### src/rtl/code_detector_if.sv
// Bus between a sample source and the code detector: the sample stream and burst
// window in one direction, the chip decisions and correlation results in the other.
interface code_detector_if #(
  parameter int unsigned NB_INPUT = 16,
  parameter int unsigned CODE_LEN = 13
);
  localparam int unsigned MatchW = $clog2(CODE_LEN + 1);

  logic signed [NB_INPUT-1:0] data_in;
  logic                       data_valid;
  logic                       sinc;
  logic                       bit_out;
  logic                       bit_valid;
  logic [CODE_LEN-1:0]        code_reg;
  logic [MatchW-1:0]          match_count;
  logic                       detect;
  logic                       done;
  logic                       abort;
  logic                       busy;

  modport master (
    output data_in, data_valid, sinc,
    input  bit_out, bit_valid, code_reg, match_count, detect, done, abort, busy
  );

  modport slave (
    input  data_in, data_valid, sinc,
    output bit_out, bit_valid, code_reg, match_count, detect, done, abort, busy
  );
endinterface

### src/rtl/code_detector.sv
// Spread-code detector: integrates SAMPLES_PER_CHIP valid samples into a hard chip
// decision, shifts CODE_LEN chips into code_reg and correlates them against
// CODE_PATTERN once the burst is complete.
module code_detector #(
  parameter int unsigned         NB_INPUT         = 16,
  parameter int unsigned         SAMPLES_PER_CHIP = 8,
  parameter int unsigned         CODE_LEN         = 13,
  parameter logic [CODE_LEN-1:0] CODE_PATTERN     = 13'b1111100110101,
  parameter int unsigned         THRESHOLD        = 13
) (
  input logic             clk,
  input logic             rst,
  code_detector_if.slave  bus
);

  localparam int unsigned AccW   = NB_INPUT + $clog2(SAMPLES_PER_CHIP);
  localparam int unsigned SampW  = $clog2(SAMPLES_PER_CHIP);
  localparam int unsigned ChipW  = $clog2(CODE_LEN + 1);
  localparam int unsigned MatchW = $clog2(CODE_LEN + 1);

  typedef enum logic [1:0] {StIdle, StAccum, StCorr} state_e;

  state_e                   state_q;
  logic signed [AccW-1:0]   acc_q;
  logic [SampW-1:0]         samp_cnt_q;
  logic [ChipW-1:0]         chip_cnt_q;
  logic                     bit_out_q;
  logic                     bit_valid_q;
  logic [CODE_LEN-1:0]      code_reg_q;
  logic [MatchW-1:0]        match_q;
  logic                     detect_q;
  logic                     done_q;
  logic                     abort_q;

  logic signed [AccW-1:0]   sample_ext;
  logic signed [AccW-1:0]   sum;
  logic                     decision;
  logic [MatchW-1:0]        match_next;

  // Running chip sum including the current sample; a zero sum decides 0.
  always_comb begin
    sample_ext = AccW'(bus.data_in);
    sum        = acc_q + sample_ext;
    decision   = !sum[AccW-1] && (sum != '0);
  end

  // Count chip positions where the received word agrees with the pattern.
  always_comb begin
    match_next = '0;
    for (int i = 0; i < int'(CODE_LEN); i++) begin
      if (code_reg_q[i] == CODE_PATTERN[i]) match_next = match_next + MatchW'(1);
    end
  end

  // Burst FSM with registered outputs; pulses default low every cycle.
  always_ff @(posedge clk) begin
    if (rst) begin
      state_q     <= StIdle;
      acc_q       <= '0;
      samp_cnt_q  <= '0;
      chip_cnt_q  <= '0;
      bit_out_q   <= 1'b0;
      bit_valid_q <= 1'b0;
      code_reg_q  <= '0;
      match_q     <= '0;
      detect_q    <= 1'b0;
      done_q      <= 1'b0;
      abort_q     <= 1'b0;
    end else begin
      bit_valid_q <= 1'b0;
      detect_q    <= 1'b0;
      done_q      <= 1'b0;
      abort_q     <= 1'b0;
      unique case (state_q)
        StIdle: begin
          // The opening sample is already the first sample of chip 0.
          if (bus.sinc && bus.data_valid) begin
            state_q    <= StAccum;
            acc_q      <= sample_ext;
            samp_cnt_q <= SampW'(1);
            chip_cnt_q <= '0;
            code_reg_q <= '0;
          end
        end
        StAccum: begin
          if (!bus.sinc) begin
            state_q    <= StIdle;
            abort_q    <= 1'b1;
            acc_q      <= '0;
            samp_cnt_q <= '0;
            chip_cnt_q <= '0;
          end else if (bus.data_valid) begin
            if (samp_cnt_q == SampW'(SAMPLES_PER_CHIP - 1)) begin
              bit_valid_q <= 1'b1;
              bit_out_q   <= decision;
              code_reg_q  <= {code_reg_q[CODE_LEN-2:0], decision};
              acc_q       <= '0;
              samp_cnt_q  <= '0;
              if (chip_cnt_q == ChipW'(CODE_LEN - 1)) begin
                chip_cnt_q <= '0;
                state_q    <= StCorr;
              end else begin
                chip_cnt_q <= chip_cnt_q + ChipW'(1);
              end
            end else begin
              acc_q      <= sum;
              samp_cnt_q <= samp_cnt_q + SampW'(1);
            end
          end
        end
        StCorr: begin
          // sinc is deliberately ignored here; a new burst can only open from idle.
          match_q  <= match_next;
          detect_q <= (match_next >= MatchW'(THRESHOLD));
          done_q   <= 1'b1;
          state_q  <= StIdle;
        end
        default: state_q <= StIdle;
      endcase
    end
  end

  assign bus.bit_out     = bit_out_q;
  assign bus.bit_valid   = bit_valid_q;
  assign bus.code_reg    = code_reg_q;
  assign bus.match_count = match_q;
  assign bus.detect      = detect_q;
  assign bus.done        = done_q;
  assign bus.abort       = abort_q;
  assign bus.busy        = (state_q != StIdle);

endmodule

### src/flat_wrapper.sv
// flat-port wrapper written by rule: the top's interface ports become plain ports
module code_detector_flat 
#(
  parameter int unsigned         NB_INPUT         = 16,
  parameter int unsigned         SAMPLES_PER_CHIP = 8,
  parameter int unsigned         CODE_LEN         = 13,
  parameter logic [CODE_LEN-1:0] CODE_PATTERN     = 13'b1111100110101,
  parameter int unsigned         THRESHOLD        = 13
)
  (clk, rst, bus_data_in, bus_data_valid, bus_sinc, bus_bit_out, bus_bit_valid, bus_code_reg, bus_match_count, bus_detect, bus_done, bus_abort, bus_busy);
  code_detector_if #(.NB_INPUT(NB_INPUT), .CODE_LEN(CODE_LEN)) bus_i ();
  input logic clk;
  input logic rst;
  input wire logic [$bits(bus_i.data_in)-1:0] bus_data_in;
  input wire logic [$bits(bus_i.data_valid)-1:0] bus_data_valid;
  input wire logic [$bits(bus_i.sinc)-1:0] bus_sinc;
  output wire logic [$bits(bus_i.bit_out)-1:0] bus_bit_out;
  output wire logic [$bits(bus_i.bit_valid)-1:0] bus_bit_valid;
  output wire logic [$bits(bus_i.code_reg)-1:0] bus_code_reg;
  output wire logic [$bits(bus_i.match_count)-1:0] bus_match_count;
  output wire logic [$bits(bus_i.detect)-1:0] bus_detect;
  output wire logic [$bits(bus_i.done)-1:0] bus_done;
  output wire logic [$bits(bus_i.abort)-1:0] bus_abort;
  output wire logic [$bits(bus_i.busy)-1:0] bus_busy;
  assign bus_i.data_in = bus_data_in;
  assign bus_i.data_valid = bus_data_valid;
  assign bus_i.sinc = bus_sinc;
  assign bus_bit_out = bus_i.bit_out;
  assign bus_bit_valid = bus_i.bit_valid;
  assign bus_code_reg = bus_i.code_reg;
  assign bus_match_count = bus_i.match_count;
  assign bus_detect = bus_i.detect;
  assign bus_done = bus_i.done;
  assign bus_abort = bus_i.abort;
  assign bus_busy = bus_i.busy;
  code_detector #(.NB_INPUT(NB_INPUT), .SAMPLES_PER_CHIP(SAMPLES_PER_CHIP), .CODE_LEN(CODE_LEN), .CODE_PATTERN(CODE_PATTERN), .THRESHOLD(THRESHOLD)) u_core (.clk(clk), .rst(rst), .bus(bus_i));
endmodule
### config.mk
export PLATFORM = sky130hd
export DESIGN_NAME = code_detector_flat
export DESIGN_NICKNAME = d
export VERILOG_FILES = /design/src/rtl/code_detector_if.sv /design/src/rtl/code_detector.sv /design/src/flat_wrapper.sv
export SDC_FILE = /design/constraint.sdc
export NUM_CORES = 1
export LEC_CHECK = 0
export BUFFER_PORTS_ARGS = -buffer_cell sky130_fd_sc_hd__buf_2
export CAP_MARGIN = 10
export CORE_UTILIZATION = 30
export DETAILED_ROUTE_END_ITERATION = 10
export PLACE_DENSITY = 0.55
export REMOVE_ABC_BUFFERS = 1
export SLEW_MARGIN = 20
export SYNTH_ARGS = -nofsm -noshare
export SYNTH_HDL_FRONTEND = slang
export SYNTH_SLANG_ARGS = --single-unit
### constraint.sdc
create_clock -name clk -period 17 [get_ports clk]
set_input_delay 0.85 -clock clk [delete_from_list [all_inputs] [get_ports clk]]
set_output_delay 0.85 -clock clk [all_outputs]
set_load 0.01 [all_outputs]
==> impl_metrics.json <==
{
  "status": "finished, final reports clean",
  "fp.dieH_microns": 120,
  "hold_class": "reg -> reg",
  "hold_viol_final": 0,
  "post-cts-setup-buffer-count": 0,
  "tns_ps": 0,
  "grt_pass1_wl_mm": 16.8,
  "seq_area_frac_synth_pct": 24.0,
  "timing.final.ws_setup_ps": 10490,
  "drt-total-wl_mm": 9.97,
  "ir_drop_v": 0.0000443,
  "post_cts_resized": 0,
  "critPathMaxFanout": 5,
  "nets": 590,
  "wl_per_cell_microns": 14.0,
  "startpoint": "u_core.bus.code_reg[0]",
  "critPathKind": "reg -> reg",
  "gp_congestion": 0.839,
  "holdPathStages": 2,
  "finalClockSkew_ps": 10.1,
  "vias": 3721,
  "crit_required_ps": 17150,
  "synthDistinctLibCells": 75,
  "place_ws_ps": 10560,
  "ant_nets": 0,
  "antenna_found_initial": 0,
  "htree_levels": 2,
  "period_share_pct": 38.3,
  "tightestPinTransition_ps": 841,
  "first_pass_iters": 4,
  "critPathSlowestCell": "dfxtp_1",
  "rr_endpoint": "u_core.bus.match_count[1]",
  "final_common_cell": "dfxtp_1",
  "ff2ff_setup_slack_ps": 10490,
  "cts_root_buf": "clkbuf_16",
  "fmax_mhz": 154,
  "yosysWarnings": 0,
  "clock-sinks": 50,
  "power_leakage_nw": 1.99,
  "final_util_pct": 34.8,
  "initial_core_util_pct": 31.2,
  "clkLatencyLatePin_ps": 290,
  "arrival_ps": 6660,
  "critical_path.max_stage_delay_ps": 400,
  "first_iter_violations": 252,
  "drive_gt1_share_pct": 14.2,
  "die_x_microns": 120,
  "reg2reg_from": "u_core.bus.code_reg[0]",
  "num_io_pins": 43,
  "clkTransAtPathRegs_ps": 80,
  "setup_violations": 0,
  "ctsHoldBuffers": 0,
  "slew-limit-headroom_pct": 43.7,
  "grt_max_degree": 37,
  "rows": 42,
  "synth_enable_flop_cells": 0,
  "cpMostUsedCell": "ha_1",
  "netlist_area_sq_um": 4180,
  "final_cell_mix": "dfxtp_1, nor2_1, buf_2",
  "place_area_sq_um": 4510,
  "syn2layout_area_growth_pct": 11.6,
  "die_area_sq_um": 14400,
  "min_from": "u_core.bus.match_count[0]",
  "endpoint_kind": "flop",
  "cts_buffer_depth": 2,
  "synth_area_per_cell_sq_um": 8.22,
  "drv_cap": 0,
  "cts_inserted_buffers": 5,
  "grt_remaining_overflow": 0,
  "drc_errors": 0,
  "tritoncts": "done",
  "largest_register_ffs": 19,
  "multiInputGateArea_sq_um": 2980,
  "cellPowerDensity_nw_per_um2": 63.2,
  "fill_cells": 1410,
  "n_antenna_cell": 0,
  "startpoint_type": "flop",
  "via_per_inst": 5.24,
  "grt_pass1_vias": 3508,
  "core_sq_um": 13400,
  "regArea_sq_um": 1000,
  "finish.instance_area_sq_um": 4660,
  "synth_ff_type": "dfxtp_1",
  "rsz0062_at_grt": "no",
  "syn_inst": 508,
  "io_buffer_count": 42,
  "place_hpwl_mm": 7.47,
  "finalMaxSlewViolations": 0,
  "async_reset_ff_share_pct": 0,
  "groute.usage.overall_pct": 14.1,
  "synth_seq_cells": 50,
  "worstRegToRegCells": 34,
  "hold_end": "u_core.bus.match_count[0]",
  "finalCriticalPeriod_ps": 6510
}
==> logic make-up (layout without fill, tap and decap cells) <==
family,count (synthesis),count (layout),synth area share [%]
xor+xnor,49,49,13.9
simple gates,188,188,22.6
flops,50,50,24.0
mux,6,6,1.44
fa+ha+maj,37,37,11.3
buf+inv,48,74,4.76
compound gates,130,130,22.0
==> report_power, final <==
part           total, mW  leakage [nW]  internal, mW  switching [mW]
Sequential         0.124         0.407         0.121         0.00264
Clock              0.104        0.0759        0.0562          0.0481
Combinational     0.0665          1.51        0.0268          0.0397
==> metrics by stage <==
stage          power (mW)  instances  hold slack (ps)
3_5_place_dp        0.192        702              448
4_1_cts             0.298        710              461
2_1_floorplan       0.175        482              430
5_1_grt             0.311        710              476
3_3_place_gp        0.191        702              443
6_report            0.295        710              456
==> worst max-delay path, delay by kind of cell, from the launching register on <==
family,cells,cell delay [ps]
mux,2,240
fa+ha+maj,7,2130
xor+xnor,4,820
flops,1,400
buf+inv,1,100
compound gates,11,1810
simple gates,9,860
==> layout make-up <==
cell class | instances | share of cell area (%)
clock buffer | 5 | 2.68
clock inverter | 3 | 0.617
inverter | 22 | 1.83
multi-input combinational | 410 | 63.8
sequential | 50 | 21.5
tap | 176 | 4.72
timing repair buffer | 44 | 4.83
==> layer usage <==
metal	vias to the layer above	track usage [%]	share of wire (%)
met5	-	0	0
met2	67	24.1	48
met3	5	1.85	3.5
met4	0	2.11	0.37
li1	1910	-	-
met1	1739	19.0	48
==> cell usage after synthesis, drive strengths merged, types with 8 or more instances <==
cell type,number,area [sq um]
ha,36,450
o21ai,18,90.1
xnor2,31,317
dfxtp,50,1000
nand2b,8,57.6
nor3,25,135
inv,22,85.1
o31ai,8,60.1
a21oi,30,150
a21o,10,75.1
nor2,47,179
nand2,41,154
a221oi,13,114
nand3,25,130
xor2,13,148
clkbuf,20,75.1
==> worst max-delay path by stage <==
stage                                 to  slack, ps  cells past startpoint
2_1_floorplan          u_core.bus.detect      11060                     33
3_3_place_gp   u_core.bus.match_count[1]      10820                     34
3_5_place_dp   u_core.bus.match_count[1]      10560                     34
4_1_cts        u_core.bus.match_count[1]      10520                     34
5_1_grt                u_core.bus.detect       9840                     34
6_report       u_core.bus.match_count[1]      10490                     34
Power figures use the tool's default switching activity.
